File: src/rtl/muldiv_unit_if.sv
// Request/response bundle between the issue logic and the multicycle mul/div unit.
interface muldiv_unit_if #(
    parameter int DATA_W = 32
);
    logic              start;
    logic [3:0]        alu_ctrl;
    logic [DATA_W-1:0] op_a;
    logic [DATA_W-1:0] op_b;
    logic              flush;
    logic              busy;
    logic              done;
    logic [DATA_W-1:0] result;

    modport master (
        output start, alu_ctrl, op_a, op_b, flush,
        input  busy, done, result
    );

    modport slave (
        input  start, alu_ctrl, op_a, op_b, flush,
        output busy, done, result
    );
endinterface

File: src/rtl/muldiv_unit.sv
// Multicycle integer unit: shift-add MUL and restoring DIV/DIVU/REM/REMU, one iteration
// per clock, with immediate completion for divide-by-zero and signed overflow.
module muldiv_unit #(
    parameter int DATA_W = 32
) (
    input  logic         clk,
    input  logic         rst_n,
    muldiv_unit_if.slave bus
);
    localparam int CNT_W = (DATA_W > 1) ? $clog2(DATA_W) : 1;
    localparam logic [CNT_W-1:0]  LAST    = CNT_W'(DATA_W - 1);
    localparam logic [CNT_W-1:0]  CNT_ONE = CNT_W'(1);
    localparam logic [DATA_W-1:0] ONE     = DATA_W'(1);
    localparam logic [DATA_W-1:0] MIN_NEG = {1'b1, {(DATA_W-1){1'b0}}};
    localparam logic [3:0] OP_MUL  = 4'b1010;
    localparam logic [3:0] OP_DIV  = 4'b1011;
    localparam logic [3:0] OP_DIVU = 4'b1100;
    localparam logic [3:0] OP_REM  = 4'b1101;
    localparam logic [3:0] OP_REMU = 4'b1110;

    typedef enum logic [1:0] {IDLE, RUN, DONE} state_t;

    function automatic logic [DATA_W-1:0] f_neg(input logic [DATA_W-1:0] v);
        return ~v + ONE;
    endfunction

    function automatic logic [DATA_W-1:0] f_abs(input logic signed [DATA_W-1:0] v);
        return v[DATA_W-1] ? f_neg(v) : v;
    endfunction

    state_t            r_state, w_state_nxt;
    logic [3:0]        r_op;
    logic [CNT_W-1:0]  r_cnt;
    logic [DATA_W-1:0] r_acc, r_x, r_y, r_result;
    logic              r_neg_q, r_neg_r;

    logic              w_valid_op, w_accept, w_is_mul, w_signed, w_is_rem;
    logic              w_div0, w_ovf, w_run_mul, w_run_rem, w_ge;
    logic [DATA_W-1:0] w_early_res, w_mul_acc, w_div_rem, w_div_quo, w_final;
    logic [DATA_W:0]   w_sh;

    // Request decode; flush in IDLE only has the effect of blocking an accept.
    assign w_valid_op = (bus.alu_ctrl >= OP_MUL) && (bus.alu_ctrl <= OP_REMU);
    assign w_accept   = (r_state == IDLE) && bus.start && w_valid_op && !bus.flush;
    assign w_is_mul   = (bus.alu_ctrl == OP_MUL);
    assign w_signed   = (bus.alu_ctrl == OP_DIV) || (bus.alu_ctrl == OP_REM);
    assign w_is_rem   = (bus.alu_ctrl == OP_REM) || (bus.alu_ctrl == OP_REMU);
    assign w_div0     = !w_is_mul && (bus.op_b == '0);
    assign w_ovf      = w_signed && (bus.op_a == MIN_NEG) && (bus.op_b == '1);

    always_comb begin
        w_early_res = '0;
        if (w_div0)
            w_early_res = w_is_rem ? bus.op_a : '1;
        else if (w_ovf)
            w_early_res = w_is_rem ? '0 : bus.op_a;
    end

    // One iteration: r_x is multiplicand/divisor, r_y multiplier/dividend-to-quotient, r_acc product/remainder.
    assign w_run_mul = (r_op == OP_MUL);
    assign w_run_rem = (r_op == OP_REM) || (r_op == OP_REMU);
    assign w_mul_acc = r_acc + (r_y[0] ? r_x : '0);
    assign w_sh      = {r_acc, r_y[DATA_W-1]};
    assign w_ge      = (w_sh >= {1'b0, r_x});
    assign w_div_rem = w_ge ? (w_sh[DATA_W-1:0] - r_x) : w_sh[DATA_W-1:0];
    assign w_div_quo = {r_y[DATA_W-2:0], w_ge};

    always_comb begin
        w_final = w_div_quo;
        if (w_run_mul)
            w_final = w_mul_acc;
        else if (w_run_rem)
            w_final = r_neg_r ? f_neg(w_div_rem) : w_div_rem;
        else if (r_neg_q)
            w_final = f_neg(w_div_quo);
    end

    always_ff @(posedge clk) begin
        if (!rst_n)
            r_state <= IDLE;
        else
            r_state <= w_state_nxt;
    end

    always_comb begin
        w_state_nxt = r_state;
        case (r_state)
            IDLE:    if (w_accept) w_state_nxt = (w_div0 || w_ovf) ? DONE : RUN;
            RUN:     if (bus.flush) w_state_nxt = IDLE;
                     else if (r_cnt == LAST) w_state_nxt = DONE;
            DONE:    w_state_nxt = IDLE;
            default: w_state_nxt = IDLE;
        endcase
    end

    always_ff @(posedge clk) begin
        if (!rst_n) begin
            r_op     <= '0;
            r_cnt    <= '0;
            r_acc    <= '0;
            r_x      <= '0;
            r_y      <= '0;
            r_neg_q  <= 1'b0;
            r_neg_r  <= 1'b0;
            r_result <= '0;
        end else if (w_accept) begin
            r_op    <= bus.alu_ctrl;
            r_cnt   <= '0;
            r_acc   <= '0;
            r_x     <= w_is_mul ? bus.op_a : (w_signed ? f_abs(bus.op_b) : bus.op_b);
            r_y     <= w_is_mul ? bus.op_b : (w_signed ? f_abs(bus.op_a) : bus.op_a);
            r_neg_q <= w_signed && (bus.op_a[DATA_W-1] ^ bus.op_b[DATA_W-1]);
            r_neg_r <= w_signed && bus.op_a[DATA_W-1];
            if (w_div0 || w_ovf)
                r_result <= w_early_res;
        end else if (r_state == RUN && !bus.flush) begin
            r_acc <= w_run_mul ? w_mul_acc : w_div_rem;
            r_x   <= w_run_mul ? (r_x << 1) : r_x;
            r_y   <= w_run_mul ? (r_y >> 1) : w_div_quo;
            if (r_cnt != LAST)
                r_cnt <= r_cnt + CNT_ONE;
            else
                r_result <= w_final;
        end
    end

    assign bus.busy   = (r_state != IDLE);
    assign bus.done   = (r_state == DONE) && !bus.flush;
    assign bus.result = r_result;
endmodule

File: src/flat_wrapper.sv
// flat-port wrapper written by rule: the top's interface ports become plain ports
module muldiv_unit_flat 
#(
    parameter int DATA_W = 32
)
  (clk, rst_n, bus_start, bus_alu_ctrl, bus_op_a, bus_op_b, bus_flush, bus_busy, bus_done, bus_result);
  muldiv_unit_if #(.DATA_W(DATA_W)) bus_i ();
  input  logic clk;
  input  logic rst_n;
  input wire logic [$bits(bus_i.start)-1:0] bus_start;
  input wire logic [$bits(bus_i.alu_ctrl)-1:0] bus_alu_ctrl;
  input wire logic [$bits(bus_i.op_a)-1:0] bus_op_a;
  input wire logic [$bits(bus_i.op_b)-1:0] bus_op_b;
  input wire logic [$bits(bus_i.flush)-1:0] bus_flush;
  output wire logic [$bits(bus_i.busy)-1:0] bus_busy;
  output wire logic [$bits(bus_i.done)-1:0] bus_done;
  output wire logic [$bits(bus_i.result)-1:0] bus_result;
  assign bus_i.start = bus_start;
  assign bus_i.alu_ctrl = bus_alu_ctrl;
  assign bus_i.op_a = bus_op_a;
  assign bus_i.op_b = bus_op_b;
  assign bus_i.flush = bus_flush;
  assign bus_busy = bus_i.busy;
  assign bus_done = bus_i.done;
  assign bus_result = bus_i.result;
  muldiv_unit #(.DATA_W(DATA_W)) u_core (.clk(clk), .rst_n(rst_n), .bus(bus_i));
endmodule
File: config.mk
export PLATFORM = sky130hd
export DESIGN_NAME = muldiv_unit_flat
export DESIGN_NICKNAME = d
export VERILOG_FILES = /design/src/rtl/muldiv_unit_if.sv /design/src/rtl/muldiv_unit.sv /design/src/flat_wrapper.sv
export SDC_FILE = /design/constraint.sdc
export NUM_CORES = 1
export LEC_CHECK = 0
export CAP_MARGIN = 10
export CORE_ASPECT_RATIO = 0.75
export CORE_UTILIZATION = 45
export DETAILED_ROUTE_END_ITERATION = 10
export PLACE_DENSITY = 0.67
export RECOVER_POWER = 100
export SETUP_SLACK_MARGIN = 0.1
export SLEW_MARGIN = 25
export SYNTH_ARGS = -nofsm -noshare
export SYNTH_HDL_FRONTEND = slang
export SYNTH_SLANG_ARGS = --single-unit
File: constraint.sdc
create_clock -name clk -period 4.1 [get_ports clk]
set_clock_uncertainty 0.05 [all_clocks]
set_input_delay 0.41 -clock clk [delete_from_list [all_inputs] [get_ports clk]]
set_output_delay 0.41 -clock clk [all_outputs]
set_load 0.1 [all_outputs]
==> results_dict.tcl <==
set metrics [dict create \
    dr.pass1.iters 6 \
    cts_buffers 17 \
    antenna_found_initial 1 \
    synth-edff-count 0 \
    clk_pin_slew_ns 0.06 \
    slowest_delay_ns 0.41 \
    grt_max_degree 85 \
    portBuffers 105 \
    ys_warn_count 0 \
    fmax_ghz 0.252 \
    place_congestion 0.973 \
    antenna_left 0 \
    synth-seq-cells 141 \
    cts.sinks 141 \
    syn-num-nets 2383 \
    fin_cells 2886 \
    synth_top_area_share_pct 18.1 \
    synthCells 2239 \
    hpwlAfterDp_um 52800 \
    grt_pass1_wl_um 103000 \
    required_ns 4.40 \
    postSynthAreaPerCell_um2 6.96 \
    synth_ff_type "dfxtp_1" \
    slew-limit-headroom_pct -1.77 \
    drc 0 \
    cp-end-kind "register" \
    syn2layout_area_growth_pct 26.9 \
    crit_fanout 3 \
    setup_viol 0 \
    rsz0062_at_grt "yes" \
    violations "max-capacitance violations, max-slew violations" \
    grt_overflow 0 \
    vias 18700 \
    period_minus_slack_ns 3.96 \
    finalHoldViolations 0 \
    first_global_vias 17400 \
    synthArstFlopShare_pct 0 \
    pin_count 106 \
    vias_per_cell 6.49 \
    power.leakage_nw 8.14 \
    drive_gt1_share_pct 17.2 \
    crit_buf_inv 5 \
    cts_max_level 4 \
    dp.cells 2837 \
    cap_violations 1 \
    placedInstanceArea_um2 18400 \
    final_area_um2 19800 \
    track_usage_pct 38.0 \
    crit_slowest_cell "fa_1" \
    power_density_nw_per_um2 312 \
    cp.arrival_ns 4.26 \
    cts_tree "built" \
    slew_viol_final 30 \
    nets 2569 \
    routedWlPerCell_um 23.9 \
    cp_top_family "compound AO/OA/AOI/OAI gates" \
    die_width_um 217 \
    die_area_um2 35400 \
    first_iter_violations 2170 \
    coreArea_um2 33800 \
    cp-start-kind "register" \
    initial_utilization_pct 46.1 \
    path_class "register to register" \
    syn_area_um2 15600 \
    synth_cell_types 96 \
    cts_root_buf "clkbuf_16" \
    synth_area_leaders "dfxtp_1 18%, nand2_1 6.5%, a21oi_1 6.2%, ha_1 5.6%, nor2_1 5.6%" \
    status "complete, but fails checks" \
    drt-total-wl_um 69100 \
    die_h_um 163 \
    ys_seq_area_share_pct 18.1 \
    hold_class "register to register" \
    final_util_pct 58.5 \
    worst_slew_pin_slew_ns 1.53 \
    rows 58 \
    post-route-period-util_pct 96.6 \
    ir_drop_v 0.000241 \
    clockBufferDepth 2 \
    clk_latency_ns 0.46 \
    cp_cell_sequence "inv_1, nor2_1, ha_1, inv_1, fa_1, nor2b_1, o31a_1, o21ai_0, buf_4, a31oi_1, buf_4, clkbuf_1, a31oi_1, o21bai_1, a21oi_1, xnor2_1, o221ai_1, a211oi_1, nor2_1" \
    yosys.area.top_type "dfxtp_1" \
]
==> metal layers <==
layer | wire [um] | GRT usage, %
met2 | 29600 | 56.8
met4 | 2810 | 16.1
met1 | 30500 | 53.5
met5 | 0 | 0
met3 | 6190 | 6.26
==> through the flow <==
stage | total power [W] | setup TNS (ns) | hold WS, ns | setup WS, ns
3_5_place_dp | 0.00399 | -1.29 | 0.435 | -0.170
2_1_floorplan | 0.00294 | 0 | 0.408 | 0.103
4_1_cts | 0.00586 | 0 | 0.449 | 0.110
3_3_place_gp | 0.00397 | -0.922 | 0.414 | -0.176
5_1_grt | 0.00640 | 0 | 0.464 | 0.0164
6_report | 0.00617 | 0 | 0.445 | 0.138
==> layout by cell type, fill, tap and decap left out, drive strengths merged, types with 7 or more instances in the layout <==
cell type,netlist,layout
nand2,273,273
nor2,234,234
buf,40,214
a21oi,194,194
o21ai,151,151
dfxtp,141,141
o211ai,90,90
xor2,81,81
xnor2,71,71
ha,70,70
clkdlybuf4s50,0,67
inv,65,65
nor3,52,52
nand3,46,46
o211a,39,39
a21o,37,37
dlygate4sd3,0,37
a31oi,37,37
clkbuf,126,37
o31ai,35,35
a211oi,31,31
nor4,31,31
nand4,30,30
nor2b,28,28
or3,27,27
o21a,23,23
a221oi,23,23
and3,21,21
mux2i,19,19
a21boi,16,16
nand2b,14,14
and2,14,14
o221ai,13,13
or4,13,13
o21bai,12,12
or2,12,12
o41ai,10,10
o221a,8,8
nor3b,7,7
==> final cells by class <==
cell class,instances,area [um2]
antenna,1,2.50
clock buffer,22,454
clock inverter,7,188
fill,3261,14000
inverter,66,250
multi-input combinational,1866,12700
sequential,141,2840
tap,450,563
timing repair buffer,333,2790
==> flip-flops by register name, indices dropped and copies added (netlist names) <==
| signal | count |
|---|---|
| u_core.r_acc | 32 |
| u_core.bus.result | 32 |
| u_core.r_op | 4 |
| u_core.r_y | 32 |
| u_core.r_cnt | 5 |
| u_core.r_state | 2 |
| u_core.r_neg_q | 1 |
| u_core.r_neg_r | 1 |
| u_core.r_x | 32 |
==> report_power, final <==
part	total, W	internal, W	switching [W]	leakage [nW]
combinational	0.00293	0.00120	0.00173	6.69
clock	0.00180	0.00115	0.000652	0.306
sequential	0.00144	0.00140	0.0000365	1.15
total	0.00617	0.00374	0.00242	8.14
==> synthesized netlist by cell type (all sizes together) (6+ instances only) <==
| cell type | n |
|---|---|
| o221a | 8 |
| and3 | 21 |
| nand2 | 273 |
| nor2b | 28 |
| a21o | 37 |
| nand2b | 14 |
| o21a | 23 |
| clkbuf | 126 |
| o31ai | 35 |
| nor2 | 234 |
| o41ai | 10 |
| o211ai | 90 |
| a21oi | 194 |
| mux2i | 19 |
| o22ai | 6 |
| o221ai | 13 |
| or4 | 13 |
| nor3 | 52 |
| inv | 65 |
| o211a | 39 |
| and4 | 6 |
| o21bai | 12 |
| xor2 | 81 |
| o21ai | 151 |
| buf | 40 |
| dfxtp | 141 |
| nor3b | 7 |
| or2 | 12 |
| xnor2 | 71 |
| nand3 | 46 |
| a21boi | 16 |
| and2 | 14 |
| a31oi | 37 |
| a211oi | 31 |
| nand4 | 30 |
| a221oi | 23 |
| ha | 70 |
| nor4 | 31 |
| or3 | 27 |
==> repair_timing <==
action / 4_1_cts / 5_1_grt
hold buffers: 0 / 0
gates resized for setup: 23 / 132
pin swaps: 12 / 39
setup endpoints to repair: 22 / 30
setup buffers: 4 / 15
==> worst paths after layout <==
| kind | startpoint | endpoint | slack (ns) | cells past startpoint |
|---|---|---|---|---|
| max | u_core.r_x[0] | u_core.bus.result[22] | 0.14 | 19 |
| min | u_core.r_x[4] | u_core.r_x[4] | 0.45 | 1 |
| max reg2reg | u_core.r_x[0] | u_core.bus.result[22] | 0.14 | 19 |
| min reg2reg | u_core.r_x[4] | u_core.r_x[4] | 0.45 | 1 |
==> logic make-up (layout without fill, tap and decap cells) <==
group                      count (synthesis)  count (layout)  synth area share (%)
AOI/OAI and AO/OA                        789             789                  34.4
adders and majority gates                 72              72                  5.87
xor gates and xnor gates                 152             152                  8.54
muxes                                     24              24                  1.58
other                                      0               1                     0
DFF                                      141             141                  18.1
and+or+nand+nor                          829             829                  25.6
buffers and inverters                    232             428                  5.87
Note: power is estimated with default switching activity, not from simulation.
